`src/rtl/scene_loader.sv`:
```
// scene_loader: assembles a framed byte stream into shadow registers and commits them as physics initial state.
// Define SCENE_LOADER_CKSUM_EN to require a trailing XOR checksum byte (frame_error on mismatch).
module scene_loader #(
    parameter int SPRITES    = 9,
    parameter int WIDTH      = 32,
    parameter int DIMENSIONS = 2
) (
    input  logic                                clk_162,
    input  logic                                rst,
    input  logic [7:0]                          in_data,
    input  logic                                in_valid,
    output logic                                in_ready,
    output logic [SPRITES*DIMENSIONS*WIDTH-1:0] init_locations,
    output logic [SPRITES*DIMENSIONS*WIDTH-1:0] init_velos,
    output logic [SPRITES*WIDTH/2-1:0]          masses,
    output logic [SPRITES*7-1:0]                radii,
    output logic                                data_ready,
    output logic                                busy,
    output logic                                frame_error
);
    localparam int LB  = DIMENSIONS * WIDTH / 8;
    localparam int MB  = WIDTH / 16;
    localparam int BPS = 2 * LB + MB + 1;
    localparam int BW  = $clog2(BPS);
    localparam int SW  = SPRITES > 1 ? $clog2(SPRITES) : 1;

    typedef enum logic [1:0] {IDLE, LOAD, CHECK, COMMIT} state_t;
`ifdef SCENE_LOADER_CKSUM_EN
    localparam state_t AFTER_LOAD = CHECK;
`else
    localparam state_t AFTER_LOAD = COMMIT;
`endif

    state_t state, nxt;
    logic [SW-1:0] sprite_idx;
    logic [BW-1:0] byte_idx;
    logic acc, wr, byte_last, last, go;

    assign acc       = in_valid && in_ready;
    assign wr        = acc && state == LOAD;
    assign byte_last = byte_idx == BW'(BPS - 1);
    assign last      = byte_last && sprite_idx == SW'(SPRITES - 1);
    assign go        = nxt == COMMIT;

`ifdef SCENE_LOADER_CKSUM_EN
    logic [7:0] cksum;
    logic       bad;
    assign bad = (cksum ^ in_data) != 8'h00;
    always_ff @(posedge clk_162) begin
        if (rst) begin
            cksum       <= 8'h00;
            frame_error <= 1'b0;
        end else begin
            cksum       <= state == IDLE ? 8'h00 : wr ? cksum ^ in_data : cksum;
            frame_error <= state == CHECK && acc && bad;
        end
    end
`else
    assign frame_error = 1'b0;
`endif

    always_ff @(posedge clk_162) begin
        if (rst) state <= IDLE;
        else     state <= nxt;
    end

    always_comb begin
        nxt        = state;
        in_ready   = !rst && state != COMMIT;
        busy       = state != IDLE;
        data_ready = state == COMMIT;
        case (state)
            IDLE:    nxt = acc && in_data == 8'hA5 ? LOAD : IDLE;
            LOAD:    nxt = acc && last ? AFTER_LOAD : LOAD;
`ifdef SCENE_LOADER_CKSUM_EN
            CHECK:   nxt = acc ? (bad ? IDLE : COMMIT) : CHECK;
`endif
            default: nxt = IDLE;
        endcase
    end

    always_ff @(posedge clk_162) begin
        if (rst || (state == IDLE && acc)) begin
            sprite_idx <= '0;
            byte_idx   <= '0;
        end else if (wr) begin
            byte_idx   <= byte_last ? '0 : byte_idx + 1'b1;
            sprite_idx <= sprite_idx + SW'(byte_last);
        end
    end

    // Commit captures the post-write shadow so outputs are already valid while data_ready is high.
    for (genvar s = 0; s < SPRITES; s++) begin : g_spr
        logic [LB-1:0][7:0] sh_loc, sh_vel, loc_n, vel_n, c_loc, c_vel;
        logic [MB-1:0][7:0] sh_mass, mass_n, c_mass;
        logic [6:0]         sh_rad, rad_n, c_rad;
        logic               we;
        assign we = wr && sprite_idx == SW'(s);
        always_comb begin
            loc_n  = sh_loc;
            vel_n  = sh_vel;
            mass_n = sh_mass;
            rad_n  = we && byte_idx == BW'(BPS - 1) ? in_data[6:0] : sh_rad;
            for (int k = 0; k < LB; k++) begin
                if (we && byte_idx == BW'(k)) loc_n[k] = in_data;
                if (we && byte_idx == BW'(LB + k)) vel_n[k] = in_data;
            end
            for (int k = 0; k < MB; k++)
                if (we && byte_idx == BW'(2 * LB + k)) mass_n[k] = in_data;
        end
        always_ff @(posedge clk_162) begin
            if (rst) begin
                {sh_loc, sh_vel, sh_mass, sh_rad} <= '0;
                {c_loc, c_vel, c_mass, c_rad}     <= '0;
            end else begin
                {sh_loc, sh_vel, sh_mass, sh_rad} <= {loc_n, vel_n, mass_n, rad_n};
                if (go) {c_loc, c_vel, c_mass, c_rad} <= {loc_n, vel_n, mass_n, rad_n};
            end
        end
        assign init_locations[s*LB*8 +: LB*8] = c_loc;
        assign init_velos[s*LB*8 +: LB*8]     = c_vel;
        assign masses[s*MB*8 +: MB*8]         = c_mass;
        assign radii[s*7 +: 7]                = c_rad;
    end
endmodule

```
`config.mk`:
```
export PLATFORM = sky130hd
export DESIGN_NAME = scene_loader
export DESIGN_NICKNAME = d
export VERILOG_FILES = /design/src/rtl/scene_loader.sv
export SDC_FILE = /design/constraint.sdc
export NUM_CORES = 2
export LEC_CHECK = 0
export CORE_AREA = 2 2 535 537
export DETAILED_ROUTE_END_ITERATION = 10
export DIE_AREA = 0 0 537 539
export PLACE_DENSITY_LB_ADDON = 0.15
export SYNTH_ARGS = -nofsm -noshare
export SYNTH_HDL_FRONTEND = slang
export SYNTH_SLANG_ARGS = --single-unit
```
`constraint.sdc`:
```
create_clock -name clk_162 -period 6.7 [get_ports clk_162]
set_input_delay 0.67 -clock clk_162 [delete_from_list [all_inputs] [get_ports clk_162]]
set_output_delay 0.67 -clock clk_162 [all_outputs]
set_load 0.1 [all_outputs]
```
=== After elaboration in Yosys (flattened, before gate mapping) ===
Cells that the tools add are included.

* Output and inout port bits: 1363
* Bits of input ports: 11
* Flip-flop bits (word level): 2729

* Equal/unequal tests: 31
* Muxes and demuxes: 175
* Reductions and logical operators: 193
* Add/sub/neg operators: 2

{| class="wikitable"
|+ Operators by type and width
! operator !! number
|-
| 2-to-1 mux 8 bit || 162
|-
| logical AND 1 bit || 187
|-
| 2-to-1 mux 7 bit || 9
|-
| equality test 5 x 4 -> 1 bit, second input constant || 8
|-
| equality test 5 x 3 -> 1 bit, second input constant || 4
|-
| equality test 4 x 3 -> 1 bit, second input constant || 4
|-
| equality test 5 bit, second input constant || 3
|-
| equality test 5 x 2 -> 1 bit, second input constant || 2
|-
| equality test 4 x 2 -> 1 bit, second input constant || 2
|-
| equality test 8 bit, second input constant || 1
|-
| adder 5 x 1 -> 5 bit, second input constant || 1
|-
| equality test 5 x 1 -> 1 bit, second input constant || 1
|-
| zero test 5 bit || 1
|-
| 2-to-1 mux 5 bit || 1
|-
| adder 4 x 1 -> 4 bit || 1
|-
| equality test 2 bit, second input constant || 2
|-
| equality test 4 x 1 -> 1 bit, second input constant || 1
|-
| equality test 4 bit, second input constant || 1
|-
| zero test 4 bit || 1
|-
| case mux 2 bit (2 select lines) || 1
|-
| equality test 2 x 1 -> 1 bit, second input constant || 1
|-
| zero test 2 bit || 1
|-
| 2-to-1 mux 2 bit || 1
|-
| != test 2 bit, second input constant || 1
|-
| other kinds (4) || 4
|}

=== Logic depth before layout (Yosys ltp) ===
* Depth after elaboration: 7
* Depth in mapped cells: 11
* Mapped depth without buffers: 9

=== Worst setup path before layout ===
No wires, ideal clock.

* Path type: input -> output
* From: input rst
* To: output in_ready
* Data required time: 6.030 ns
* Buffers on the path: 4
* Setup slack: 3.390 ns
* Data arrival time: 2.640 ns
* Cell stages on the path: 5
* Path through: clkbuf_1 -> clkbuf_1 -> clkbuf_1 -> clkbuf_1 -> nor2_1

* Cells in the longest elaborated chain, start to end: 2

{| class="wikitable"
|+ Ends and longest elaborated chain
! item !! line !! source
|-
| from (decl) || 9 || <nowiki>input logic rst,</nowiki>
|-
| zero test 1 bit || 69 || <nowiki>in_ready = !rst && state != COMMIT;</nowiki>
|-
| logical AND 1 bit || 69 ||
|-
| to (decl) || 12 || <nowiki>output logic in_ready,</nowiki>
|}

No other way between the ends.

=== Final worst setup path ===
* From: register state[0]
* To: output data_ready

* Cells in the longest elaborated chain, start to end: 1

{| class="wikitable"
|+ Ends and longest elaborated chain
! item !! line !! source
|-
| from (decl) || 34 || <nowiki>state_t state, nxt;</nowiki>
|-
| from (signal assigned) || 64 || <nowiki>else state <= nxt;</nowiki>
|-
| equality test 2 bit || 71 || <nowiki>data_ready = state == COMMIT;</nowiki>
|-
| to (decl) || 17 || <nowiki>output logic data_ready,</nowiki>
|}

No other way between the ends.

==> impl_metrics.tcl <==
set metrics [dict create \
    outcome "finished clean" \
    clockRootBuffer "clkbuf_16" \
    clkTransAtPathRegs_ns 0.06 \
    vias 79710 \
    start_util_pct 34.88 \
    fillers 27350 \
    synth_warnings 0 \
    syn_inst 10890 \
    ys_seq_area_share_pct 55.01 \
    grtUsageMet2_pct 39.29 \
    busiest_layer "met2" \
    multi_input_area_sq_mm 0.04062 \
    r2r_end "g_spr[6].sh_mass[10]" \
    maxCapViolations 0 \
    die_w_um 537 \
    yosysMostFrequentCell "dfxtp_1" \
    dieArea_sq_mm 0.2894 \
    hold_slack_ns 0.1281 \
    avgSynthCellArea_sq_um 9.093 \
    synthArstFlopShare_pct 0 \
    setup-violations-final 0 \
    cp.arrival_ns 3.50 \
    ys_top_cells_by_count "2722 x dfxtp_1, 2719 x nand2_1, 1491 x nor2_1, 1347 x mux2i_1, 1069 x a21oi_1" \
    slowest_stage "clkdlybuf4s50_1" \
    yosysTopAreaCellShare_pct 55.01 \
    worstSetupEndpointType "primary output" \
    drt-total-wl_mm 380.9 \
    synth_area_sq_mm 0.09906 \
    critPathLaunch "state[0]" \
    synth.net_count 10910 \
    dp_hpwl_mm 245.5 \
    worstMarginPinSlew_ns 1.414 \
    use_met1_pct 34.02 \
    maxSlewViolCount 0 \
    cts_buffers 300 \
    setup_total_negative_slack_ns 0 \
    fin_nets 11810 \
    antenna_found_initial 14 \
    synth_cell_types 48 \
    post_cts_buffers 0 \
    grt_setup_unrepaired "false" \
    crit_chain "and2_1 > clkdlybuf4s50_1" \
    cp-start-kind "flip-flop" \
    cts_sinks 2722 \
    ys.flop_type "dfxtp_1" \
    grt_remaining_overflow 0 \
    placed_cell_area_sq_mm 0.1149 \
    numPortBuffers 1372 \
    post-route-cell-area_sq_mm 0.1250 \
    p_leak_nw 47.47 \
    fmax_ghz 0.2398 \
    cts_resized 0 \
    gp_congestion 0.8087 \
    use_met3_pct 4.459 \
    grtUsageTotal_pct 25.13 \
    irDropWorstVdd_mv 0.1870 \
    r2r-start "byte_idx[4]" \
    drive_above_1_share_pct 6.524 \
    r2r_cells 5 \
    hold_path_class "input pin to flip-flop" \
    clk_latency_ns 0.92 \
    critPathRequiredTime_ns 6.03 \
    synth-seq-cells 2722 \
    endpoint "data_ready" \
    cts.path.max_buffers 4 \
    cts_hold_buf 0 \
    synth_top_area_cell "dfxtp_1" \
    synth.area.top_cells "dfxtp_1 55%, mux2i_1 14%, nand2_1 10%" \
    grt_max_degree 239 \
    period_share_pct 62.23 \
    dr.pass1.iters 8 \
    postRouteAntennaNets 0 \
    hold_start "rst" \
    grt_pass1_vias 74790 \
    finClkSkew_ns 0.04080 \
    path_max_fanout 18 \
    power.density_mw_per_mm2 269.2 \
    slew_headroom_pct 5.717 \
    avgRoutedWirePerCell_um 24.13 \
    grt_pass1_wl_mm 539.3 \
    drc 0 \
    synthToLayoutAreaGrowth_pct 26.19 \
    rows 196 \
    core-area_sq_mm 0.2840 \
    die-height_um 539 \
    io_pins 1374 \
    drt_iter0_drc 6166 \
    synth_edf_count 0 \
    min_period_ns 4.169 \
    h-tree-depth 5 \
    slowest_delay_ns 1.24 \
    viasPerCell 5.050 \
    cts_tree "built" \
    setup.worst_path.class "flip-flop to primary output" \
    area.sequential_sq_mm 0.05450 \
    r2r_slack_ns 2.79 \
    finalHoldViolCount 0 \
]
==> worst min path at each step <==
stage	to	cells after the start
3_3_place_gp	init_locations[376]	2
6_report	g_spr[1].sh_loc[42]	2
5_1_grt	g_spr[1].sh_loc[3]	2
3_5_place_dp	init_locations[72]	2
4_1_cts	g_spr[1].sh_loc[42]	2
2_1_floorplan	init_locations[64]	2
==> logic make-up after synthesis <==
group	Yosys count	share of synthesized area, %
other	1	0.003785
adders and majority gates	7	0.08841
buffers and inverters	911	4.327
and+or+nand+nor	4652	20.00
DFF	2722	55.01
AOI/OAI and AO/OA	1254	6.964
muxes	1347	13.61
==> metrics by stage <==
step / utilization [%] / power [mW] / setup slack (ns) / instances
finish: 44.02 / 33.66 / 2.531 / 15780
global route: 44.02 / 34.67 / 2.403 / 15780
CTS: 44.02 / 33.98 / 2.395 / 15780
detailed placement: 40.47 / 17.19 / 2.433 / 15250
global placement: 40.47 / 17.18 / 2.546 / 15250
floorplan: - / 16.93 / 3.390 / 10890
==> worst max-delay path, delay by kind of cell, from the launching register on <==
family / cells / cell delay [ns]
AND/OR/NAND/NOR: 1 / 0.58
flip-flops: 1 / 0.77
buffers and inverters: 1 / 1.24
==> registers in the layout, summed over array words and instances (netlist names), 56 cells and up <==
name / flops
g_spr.c_rad: 63
g_spr.sh_loc: 576
g_spr.sh_mass: 144
g_spr.sh_rad: 56
g_spr.sh_vel: 576
init_locations: 576
init_velos: 576
masses: 144
==> layout make-up <==
cell class	instances	share of cell area, %
Clock inverter	87	0.9829
Multi-Input combinational cell	7261	32.49
Sequential cell	2722	43.60
Inverter	6	0.01802
Clock buffer	446	7.062
Timing Repair Buffer	1496	12.08
Tap cell	3762	3.765
Antenna cell	3	0.006005
==> routing by layer <==
layer / wire length [um] / share of wire [%]
met5: 0 / 0
met4: 17020 / 4.5
met2: 169600 / 45
met1: 169900 / 45
met3: 24260 / 6.4
==> placed cells by master, fill, tap and decap left out, types with 10 or more instances in the layout <==
| master | n |
|---|---|
| clkbuf_1 | 71 |
| dfxtp_1 | 2718 |
| clkinv_16 | 10 |
| nor4_4 | 32 |
| a311oi_1 | 136 |
| clkbuf_8 | 73 |
| clkinv_2 | 40 |
| nand3b_1 | 169 |
| buf_4 | 134 |
| nor3_4 | 36 |
| nor4bb_4 | 14 |
| clkdlybuf4s50_1 | 1313 |
| nand3_1 | 103 |
| a21oi_1 | 1069 |
| bufinv_16 | 14 |
| nand3_2 | 17 |
| nand2_1 | 2719 |
| buf_12 | 40 |
| a211oi_1 | 43 |
| clkbuf_16 | 302 |
| mux2i_1 | 1347 |
| nor2_1 | 1491 |
==> power by group <==
part | total (mW) | switching, mW | leakage, nW | internal (mW)
clock | 16.8 | 7.07 | 4.93 | 9.76
combinational | 0.644 | 0.561 | 20.6 | 0.0825
sequential | 16.2 | 0.0000937 | 21.9 | 16.2
No activity file was read; power rests on OpenSTA's default activity.
